[src/rtl/fetch_queue_stage_if.sv]
// Instruction-memory request/response bundle for fetch_queue_stage.
// master: fetch stage (drives request), slave: instruction memory (drives response).
interface fetch_queue_stage_if #(
    parameter int WIDTH = 32
) ();
    logic             imem_req;
    logic [WIDTH-1:0] imem_addr;
    logic             imem_ready;
    logic             imem_rvalid;
    logic [WIDTH-1:0] imem_rdata;

    modport master (
        output imem_req,
        output imem_addr,
        input  imem_ready,
        input  imem_rvalid,
        input  imem_rdata
    );

    modport slave (
        input  imem_req,
        input  imem_addr,
        output imem_ready,
        output imem_rvalid,
        output imem_rdata
    );
endinterface

[src/rtl/fetch_queue_stage.sv]
// Instruction-fetch stage with a DEPTH-entry prefetch queue of {instr, pc, pc+4}.
// Requests are credit-limited so every in-flight response has a free slot.
// A redirect empties the queue and marks all in-flight responses for dropping.
// Optional feature macro: FETCH_BYPASS_EN -- when defined, a response arriving
// at an empty queue is forwarded combinationally to the decode outputs.
module fetch_queue_stage #(
    parameter int               WIDTH   = 32,
    parameter int               DEPTH   = 4,
    parameter logic [WIDTH-1:0] PC_INIT = '0
) (
    input  logic                clk,
    input  logic                rst,
    input  logic                PCSrcE,
    input  logic [WIDTH-1:0]    PCTargetE,
    input  logic                StallF,
    input  logic                StallD,
    input  logic                FlushD,
    fetch_queue_stage_if.master imem,
    output logic [WIDTH-1:0]    InstrD,
    output logic [WIDTH-1:0]    PCD,
    output logic [WIDTH-1:0]    PCPlus4D,
    output logic                ValidD
);
    localparam int PTR_W = (DEPTH > 1) ? $clog2(DEPTH) : 1;
    localparam int CNT_W = PTR_W + 1;
    localparam int SUM_W = CNT_W + 1;
    localparam logic [SUM_W-1:0] CREDIT_MAX = SUM_W'(DEPTH);
    localparam logic [WIDTH-1:0] STEP       = WIDTH'(4);

    logic [WIDTH-1:0] pc;
    logic [WIDTH-1:0] resp_pc;      // address of the next response that will be kept
    logic [WIDTH-1:0] q_instr [DEPTH];
    logic [WIDTH-1:0] q_pc    [DEPTH];
    logic [WIDTH-1:0] q_pc4   [DEPTH];
    logic [PTR_W-1:0] head;
    logic [PTR_W-1:0] tail;
    logic [CNT_W-1:0] count;
    logic [CNT_W-1:0] outstanding;
    logic [CNT_W-1:0] drop;

    logic credit_ok;
    logic accept;
    logic resp_fire;
    logic resp_keep;
    logic q_empty;
    logic q_push;
    logic q_pop;
    logic bypass_hit;
    logic bypass_take;

    assign q_empty   = (count == '0);
    assign credit_ok = ({1'b0, count} + {1'b0, outstanding}) < CREDIT_MAX;

    // Reset gates the request so nothing is issued while rst is low.
    assign imem.imem_req  = rst && !StallF && !PCSrcE && credit_ok;
    assign imem.imem_addr = pc;
    assign accept         = imem.imem_req && imem.imem_ready;

    // A response with nothing outstanding belongs to a pre-reset request: ignore it.
    assign resp_fire = imem.imem_rvalid && (outstanding != '0);
    assign resp_keep = resp_fire && (drop == '0) && !PCSrcE;

`ifdef FETCH_BYPASS_EN
    assign bypass_hit  = q_empty && resp_keep;
    assign bypass_take = bypass_hit && (!StallD || FlushD);
`else
    assign bypass_hit  = 1'b0;
    assign bypass_take = 1'b0;
`endif

    assign q_push = resp_keep && !bypass_take;
    assign q_pop  = !q_empty && (FlushD || !StallD);

    // Control state: PC, response tracker, credit counters and queue pointers.
    always_ff @(posedge clk or negedge rst) begin
        if (!rst) begin
            pc          <= PC_INIT;
            resp_pc     <= PC_INIT;
            outstanding <= '0;
            drop        <= '0;
            head        <= '0;
            tail        <= '0;
            count       <= '0;
        end else begin
            if (PCSrcE) begin
                pc <= PCTargetE;
            end else if (accept) begin
                pc <= pc + STEP;
            end

            // Requests between redirects are sequential, so the kept-response
            // address is just a second PC that restarts at each redirect target.
            if (PCSrcE) begin
                resp_pc <= PCTargetE;
            end else if (resp_keep) begin
                resp_pc <= resp_pc + STEP;
            end

            outstanding <= outstanding + CNT_W'(accept) - CNT_W'(resp_fire);

            if (PCSrcE) begin
                drop <= outstanding - CNT_W'(resp_fire);
            end else if (resp_fire && (drop != '0)) begin
                drop <= drop - CNT_W'(1);
            end

            if (PCSrcE) begin
                head  <= '0;
                tail  <= '0;
                count <= '0;
            end else begin
                if (q_push) begin
                    tail <= tail + PTR_W'(1);
                end
                if (q_pop) begin
                    head <= head + PTR_W'(1);
                end
                count <= count + CNT_W'(q_push) - CNT_W'(q_pop);
            end
        end
    end

    // Queue storage; contents are only visible through a valid head, so no reset.
    always_ff @(posedge clk) begin
        if (q_push) begin
            q_instr[tail] <= imem.imem_rdata;
            q_pc[tail]    <= resp_pc;
            q_pc4[tail]   <= resp_pc + STEP;
        end
    end

    // Decode-facing head: queue head, bypassed response, or an all-zero bubble.
    always_comb begin
        ValidD   = 1'b0;
        InstrD   = '0;
        PCD      = '0;
        PCPlus4D = '0;
        if (!q_empty) begin
            ValidD   = 1'b1;
            InstrD   = q_instr[head];
            PCD      = q_pc[head];
            PCPlus4D = q_pc4[head];
        end else if (bypass_hit) begin
            ValidD   = 1'b1;
            InstrD   = imem.imem_rdata;
            PCD      = resp_pc;
            PCPlus4D = resp_pc + STEP;
        end
    end
endmodule

[src/flat_wrapper.sv]
// flat-port wrapper written by rule: the top's interface ports become plain ports
module fetch_queue_stage_flat 
#(
    parameter int               WIDTH   = 32,
    parameter int               DEPTH   = 4,
    parameter logic [WIDTH-1:0] PC_INIT = '0
)
  (clk, rst, PCSrcE, PCTargetE, StallF, StallD, FlushD, InstrD, PCD, PCPlus4D, ValidD, imem_imem_req, imem_imem_addr, imem_imem_ready, imem_imem_rvalid, imem_imem_rdata);
  fetch_queue_stage_if #(.WIDTH(WIDTH)) imem_i ();
  input  logic clk;
  input  logic rst;
  input  logic PCSrcE;
  input  logic [WIDTH-1:0] PCTargetE;
  input  logic StallF;
  input  logic StallD;
  input  logic FlushD;
  output logic [WIDTH-1:0] InstrD;
  output logic [WIDTH-1:0] PCD;
  output logic [WIDTH-1:0] PCPlus4D;
  output logic ValidD;
  output wire logic [$bits(imem_i.imem_req)-1:0] imem_imem_req;
  output wire logic [$bits(imem_i.imem_addr)-1:0] imem_imem_addr;
  input wire logic [$bits(imem_i.imem_ready)-1:0] imem_imem_ready;
  input wire logic [$bits(imem_i.imem_rvalid)-1:0] imem_imem_rvalid;
  input wire logic [$bits(imem_i.imem_rdata)-1:0] imem_imem_rdata;
  assign imem_imem_req = imem_i.imem_req;
  assign imem_imem_addr = imem_i.imem_addr;
  assign imem_i.imem_ready = imem_imem_ready;
  assign imem_i.imem_rvalid = imem_imem_rvalid;
  assign imem_i.imem_rdata = imem_imem_rdata;
  fetch_queue_stage #(.WIDTH(WIDTH), .DEPTH(DEPTH), .PC_INIT(PC_INIT)) u_core (.clk(clk), .rst(rst), .PCSrcE(PCSrcE), .PCTargetE(PCTargetE), .StallF(StallF), .StallD(StallD), .FlushD(FlushD), .imem(imem_i), .InstrD(InstrD), .PCD(PCD), .PCPlus4D(PCPlus4D), .ValidD(ValidD));
endmodule
[config.mk]
export PLATFORM = sky130hd
export DESIGN_NAME = fetch_queue_stage_flat
export DESIGN_NICKNAME = d
export VERILOG_FILES = /design/src/rtl/fetch_queue_stage_if.sv /design/src/rtl/fetch_queue_stage.sv /design/src/flat_wrapper.sv
export SDC_FILE = /design/constraint.sdc
export NUM_CORES = 1
export LEC_CHECK = 0
export BUFFER_PORTS_ARGS = -buffer_cell sky130_fd_sc_hd__buf_2
export CORE_MARGIN = 4
export CORE_UTILIZATION = 50
export DETAILED_ROUTE_END_ITERATION = 10
export PLACE_DENSITY = 0.67
export SKIP_CTS_REPAIR_TIMING = 1
export SYNTH_ARGS = -nofsm -noshare
export SYNTH_HDL_FRONTEND = slang
export SYNTH_SLANG_ARGS = --single-unit
[constraint.sdc]
create_clock -name clk -period 12.1 [get_ports clk]
set_input_delay 0.605 -clock clk [delete_from_list [all_inputs] [get_ports clk]]
set_output_delay 0.605 -clock clk [all_outputs]
set_load 0.01 [all_outputs]
==> run summary, run 1 <==
The number of pins with negative max-slew slack in the final report is 0. The total congestion overflow after global routing is 0. The clock insertion delay at the later pin of the skew report is 550 ps. STA classifies the critical path startpoint as a flop. The post-synthesis sequential element count is 453.

The initial detailed-routing violation count came out at 713. The worst setup path category is flop to primary output. The number of flops mapped to enable cells by yosys came out at 376. The clock-pin transition on the worst setup and hold timing paths is 60 ps. The antenna diode count is 0. The first detailed-routing pass ran for 5 iterations. The pin count of the biggest net entering global routing came out at 96.

The number of setup violations in the final report is 0. The worst setup path is captured at a primary output. The number of antenna violations at the first check in global routing came out at 0.

The number of clock sinks came out at 453. The worst path uses 31.0% of the clock period. The total via count in the routed design came out at 10600. The final layout contains routed wiring with a total length of 40.1 mm.

The initial core utilization came out at 50.7%. In the post-synthesis netlist, the cell with the most instances is edfxtp_1. The cell count after synthesis came out at 1151.

Setup repair after global routing left no endpoint under its margin. The routing usage on met3 came out at 3.34%. The async set-reset flop share out of synthesis came out at 17.0%.

Port buffering added 201 buffers. The slowest stage cell on the critical path is dfrtp_4. The die span in x came out at 203 µm. The count of final hold-check violations is 0.

The filler cell count is 2928. The minimum clock period is 3750 ps. The first global-routing pass estimated 63.4 mm of wire. After global routing, the most crowded layer is met2.

The flow ran to the end, and the final reports show no timing, DRC or antenna violations. For this run, the leading register cell type out of synthesis is edfxtp_1. The highest cell delay on the worst timing path is 880 ps. Timing would allow up to 0.267 GHz.

The required time reported for the critical path endpoint came out at 11490 ps. The mean instance size in the synthesized netlist came out at 16.5 µm². The Yosys step of the flow raised 0 warnings. The count of different cell masters after synthesis is 50. The core region is 0.0376 mm².

Summed over all failing endpoints, the final setup total negative slack is 0 ps. The count of boundary I/O pins is 202. At the pin with the least slew margin, the transition time is 1140 ps. Summing every instance area after synthesis gives 0.0190 mm². After detailed routing, the average wire length per cell comes to 21.2 µm. Global routing used 30.0% of the available met1 tracks. The signal on the critical path passes through buf_4 -> mux4_2 -> and2_1 -> buf_2. The post-synthesis net count came out at 1241. The highest net fanout along the worst path came out at 38. By count the netlist is led by edfxtp_1 (376), and2_1 (101), mux4_2 (94), dfrtp_1 (77), nand2_1 (66). The worst max-slew margin expressed relative to the limit came out at 23.6%.

Power spread over the standard cell area amounts to 199 mW/mm². The via count of the first global-routing pass came to 10900. The worst clock skew came out at 19.9 ps. The clock tree root buffer cell is clkbuf_16. The count of nets left with antenna violations after detail routing came out at 0. The number of CTS-inserted buffers came out at 46.

The final weighted congestion of routability-driven global placement is 0.817. The global routing met2 resource utilization is 30.2%. The area share of the largest cell type after synthesis came out at 59.3%. The remaining design rule violation count came out at 0. The number of levels the H-tree was split into came out at 2. The full die area is 0.0413 mm². The number of buffers on the longest clock path came out at 3.

The post-synthesis sequential area ratio came out at 69.4%. IR analysis of the VDD net gives a maximum drop of 0.000107 V. The layout cell share with drive strength beyond 1 is 28.2%.

The area added between synthesis and finish came out at 15.3%. The tightest min-delay check is of the input pin to asynchronous set/reset pin type. Summed over all instances, the cell type with the most area after synthesis is edfxtp_1. The via density per instance is 5.58. The arrival time at the worst endpoint is 3140 ps.

The die height is 203 µm. After synthesis, the cell types taking the most area are edfxtp_1 (59%), mux4_2 (11%), dfrtp_1 (10%), and2_1 (3.3%), xnor2_1 (1.9%). The leakage power came out at 0.00769 µW.

Max-cap violations in this run came to 0. The net count of the finished layout came out at 1434. The TritonCTS clock tree is built. In the global route stage, overall resource usage came out at 19.5%. The post-layout utilization of the core came out at 58.4%. The HPWL reported at the end of detailed placement came out at 24.8 mm. The placement row count is 71.
[flip-flops by register name, summed over array words and instances, names as in the netlist]
register	flops
u_core.q_instr	128
u_core.q_pc	128
u_core.q_pc4	120
u_core.imem.imem_addr	32
u_core.resp_pc	32
u_core.count	3
u_core.drop	3
u_core.outstanding	3
u_core.head	2
u_core.tail	2
[power breakdown]
part           switching (µW)  total [µW]  internal (µW)
Combinational             583        1120            536
Clock                     564        1340            775
Sequential                123        1910           1790
[cell families after synthesis]
family / share of synthesized area [%]
AO/OA/AOI/OAI: 3.05
flip-flops: 69.4
AND/OR/NAND/NOR: 9.35
buffers and inverters: 1.95
XOR/XNOR: 3.31
adder cells (fa/ha/maj): 1.26
multiplexers: 11.6
[critical path, delay by kind of cell, from the launching register on]
family | cells | cell delay, ps
buffers and inverters | 2 | 870
muxes | 1 | 580
DFF | 1 | 880
and+or+nand+nor | 1 | 200
[worst paths after layout]
path | cells after the start | start | slack (ps) | to
worst max-delay path | 4 | u_core.head[0] | 8350 | PCD[13]
worst min-delay path | 1 | rst | 210 | u_core.imem.imem_addr[31]
worst max register to register | 6 | u_core.drop[0] | 8510 | u_core.q_pc4[2][21]
worst min register to register | 2 | u_core.imem.imem_addr[0] | 530 | u_core.imem.imem_addr[0]
max in group asynchronous | 1 | rst | 11140 | u_core.head[1]
min in group clk | 1 | imem_imem_rdata[5] | 270 | u_core.q_instr[1][5]
[routing by layer]
| layer | share of wire, % | vias up | wire length (µm) |
|---|---|---|---|
| met2 | 46 | 343 | 18600 |
| li1 | - | 4830 | - |
| met3 | 5.9 | 40 | 2380 |
| met1 | 47 | 5346 | 18700 |
| met5 | 0 | - | 0 |
| met4 | 1.2 | 0 | 487 |
[placed cells by master (no fill, tap or decap), types with 6 or more instances in the layout]
cell type    n
a21boi_0     6
a21oi_1      6
a31oi_1      9
and2_1     101
and3_1      10
buf_2      200
buf_4       13
clkbuf_1    18
clkbuf_16   47
dfrtp_1     75
edfxtp_1   376
ha_1        16
inv_1       20
mux2_2       6
mux4_2      94
nand2_1     66
nand3_1     39
nand4_1     24
nor2_1      30
nor3_1       9
nor4_1      11
o211ai_1    10
o21ai_0     45
o311ai_0     9
xnor2_1     41
xor2_1      31
[metrics by stage]
step	hold slack, ps	std cells	total power, µW	worst slack (ps)	area (µm²)
2_1_floorplan	309	1151	2670	8080	19000
3_3_place_gp	518	1807	3090	8430	20500
3_5_place_dp	524	1807	3100	8380	20500
4_1_cts	238	1892	4450	8190	21900
5_1_grt	241	1892	4610	8060	21900
6_report	209	1892	4370	8350	21900
[cell type report]
type	instances	area, µm²	share of cell area [%]
Timing Repair Buffer	213	1100	5.01
Clock inverter	17	155	0.707
Clock buffer	68	1270	5.80
Multi-Input combinational cell	609	5470	24.9
Tap cell	511	639	2.91
Inverter	21	78.8	0.359
Sequential cell	453	13200	60.3
Power figures use the tool's default switching activity.
==> inputs of run 2 (changes only) <==
--- a/config.mk
+++ b/config.mk
@@ -9,7 +9,7 @@
 export CORE_MARGIN = 4
 export CORE_UTILIZATION = 50
 export DETAILED_ROUTE_END_ITERATION = 10
-export PLACE_DENSITY = 0.67
+export PLACE_DENSITY = 0.69
 export SKIP_CTS_REPAIR_TIMING = 1
 export SYNTH_ARGS = -nofsm -noshare
 export SYNTH_HDL_FRONTEND = slang
==> constraint.sdc (replaced) <==
create_clock -name clk -period 3.3 [get_ports clk]
set_input_delay 0.165 -clock clk [delete_from_list [all_inputs] [get_ports clk]]
set_output_delay 0.165 -clock clk [all_outputs]
set_load 0.01 [all_outputs]
==> run summary, run 2 (synthesis gave the netlist of run 1 again) <==
The flow ran to the end, and the final reports show no timing, DRC or antenna violations. The filler cell count came out at 2789. The detailed router placed 10900 vias in this run.

The number of clock sinks came out at 453. The post-place setup slack came out at 651 ps. The worst max-slew margin expressed relative to the limit is 15.0%. The first-pass GRT wire length is 64.4 mm. The remaining design rule violation count is 0. The via density per instance came out at 5.55.

The share of total power in sequential cells came out at 42.7%. The layout cell share with drive strength beyond 1 came out at 28.2%. The first routing iteration left 919 violations. The accumulated negative setup slack is 0 ps. The worst clock skew came out at 19.5 ps. The final weighted congestion of routability-driven global placement came out at 0.860.

The number of violations of the max-capacitance limit came out at 0. The placement row count came out at 71. The die height came out at 203 µm. The die span in x is 203 µm. Clock-pin slew was measured on the worst setup and hold paths at 60 ps. The area growth from synthesis to layout is 20.1%. The power share of the combinational group came out at 26.9%. The required time reported for the critical path endpoint is 3130 ps. The ratio of final minimum period to clock period is 81.1%. The number of antenna violations at the first check in global routing came out at 0. The full die area is 0.0413 mm². The initial core utilization came out at 50.7%. STA classifies the critical path endpoint as a primary output. Setup repair after global routing left no endpoint under its margin. The number of pins with negative max-slew slack in the final report is 0.

The count of final hold-check violations is 0. After detailed routing, the total wire length is 41.2 mm. The clock insertion delay at the later pin of the skew report came out at 550 ps.

The net switching fraction of the power is 29.0%. The switching power of the nets is 4700 µW. The critical path is of the flop to primary output type. In the layout the commonest cells are edfxtp_1 (376), buf_2 (200), and2_1 (101), mux4_2 (94), dfrtp_1 (75). The standard cell core area is 0.0376 mm².

After layout, the worst setup slack is 625 ps. The net count of the finished layout is 1512. The antenna diode count is 0. The worst setup path is launched from a flop. The number of levels the H-tree was split into is 2. Port buffering added 201 buffers. Leaving out fill and tap cells, the most frequent cell in the layout is edfxtp_1. The number of setup violations in the final report came out at 0.

The worst hold margin came out at 3.53 ps. The count of boundary I/O pins came out at 202. The global-route usage over all layers is 19.8%.

Entering global routing, the biggest net connects 96 pins. In this run the worst path has a maximum fanout of 44. STA puts the critical path data arrival time at 2510 ps.

The register-to-register setup slack came out at 650 ps. The slowest stage of the critical path is the dfrtp_4 cell. The fmax is 0.374 GHz. The number of buffers on the longest clock path is 3. The class of the tightest hold or removal check is input pin to flop. The leakage power came out at 0.00809 µW. The share of total power in the clock network came out at 30.4%. Before antenna repair, the detailed router went through 5 iterations. The total congestion overflow after global routing is 0.

CTS placed an instance of clkbuf_16 at the clock tree root. The signal on the critical path passes through buf_12 -> mux4_2 -> and2_1 -> buf_2. The count of nets left with antenna violations after detail routing is 0. The via count of the first global-routing pass was 11100. Clock tree synthesis inserted a total of 46 buffers. The power density over cell area is 708 mW/mm². The HPWL reported at the end of detailed placement is 26.7 mm. The internal power of the cells totals 11500 µW. The TritonCTS clock tree is built.

Counting I/O delays and the setup requirement, the final critical path takes 2680 ps. In the final routed layout, each cell accounts on average for 21.0 µm. The highest cell delay on the worst timing path came out at 610 ps.

The worst vdd rail ir drop is 0.000412 V. The largest registers in the layout are u_core.q_instr x128, u_core.q_pc x128, u_core.q_pc4 x120. The transition time of the tightest slew-check pin is 1270 ps.
==> run 2: metal layers <==
| layer | GRT usage, % | part of all wire, % | vias up |
|---|---|---|---|
| met5 | 0 | 0 | - |
| met4 | 3.64 | 1.4 | 0 |
| met3 | 3.18 | 6.0 | 42 |
| met2 | 30.4 | 47 | 388 |
| met1 | 30.9 | 46 | 5514 |
| li1 | - | - | 4977 |
==> run 2: cell type report <==
cell class	instances	area (µm²)	area share, %
clock buffers	58	1250	5.46
clock inverters	24	191	0.837
repair buffers	291	2010	8.81
well taps	511	639	2.80
multi-input cells	609	5470	23.9
inverters	21	78.8	0.345
flip-flops and latches	453	13200	57.8
==> run 2: power groups by stage <==
stage                     combinational (µW)  sequential (µW)  clock (µW)
after global placement                  4390             7020           0
after CTS                               4430             6920        5040
final                                   4360             6920        4920
after floorplan                         2910             6860           0
after global routing                    4830             6970        5290
after detailed placement                4410             7040           0
==> run 2: final timing paths <==
check | cells after the start | end | from
worst max-delay path | 4 | PCPlus4D[15] | u_core.head[0]
worst min-delay path | 3 | u_core.resp_pc[22] | PCTargetE[22]
worst max register to register | 5 | u_core.q_pc4[3][20] | u_core.resp_pc[2]
worst min register to register | 2 | u_core.imem.imem_addr[1] | u_core.imem.imem_addr[1]
max in group asynchronous | 3 | u_core.head[1] | rst
min in group asynchronous | 3 | u_core.count[2] | rst
==> run 2: metrics by stage <==
stage               cell area, µm²  utilization [%]  cells  total power (µW)
finish                       22900             60.8   1967             16200
global route                 22900             60.8   1967             17100
CTS                          22200             59.2   1905             16400
detailed placement           20800             55.4   1823             11500
global placement             20800             55.4   1823             11400
floorplan                    19000                -   1151              9770
==> run 2: worst max-delay path, delay by kind of cell, from the launching register on <==
kind	cells	cell delay, ps
buf+inv	2	500
flops	1	610
mux	1	560
simple gates	1	200
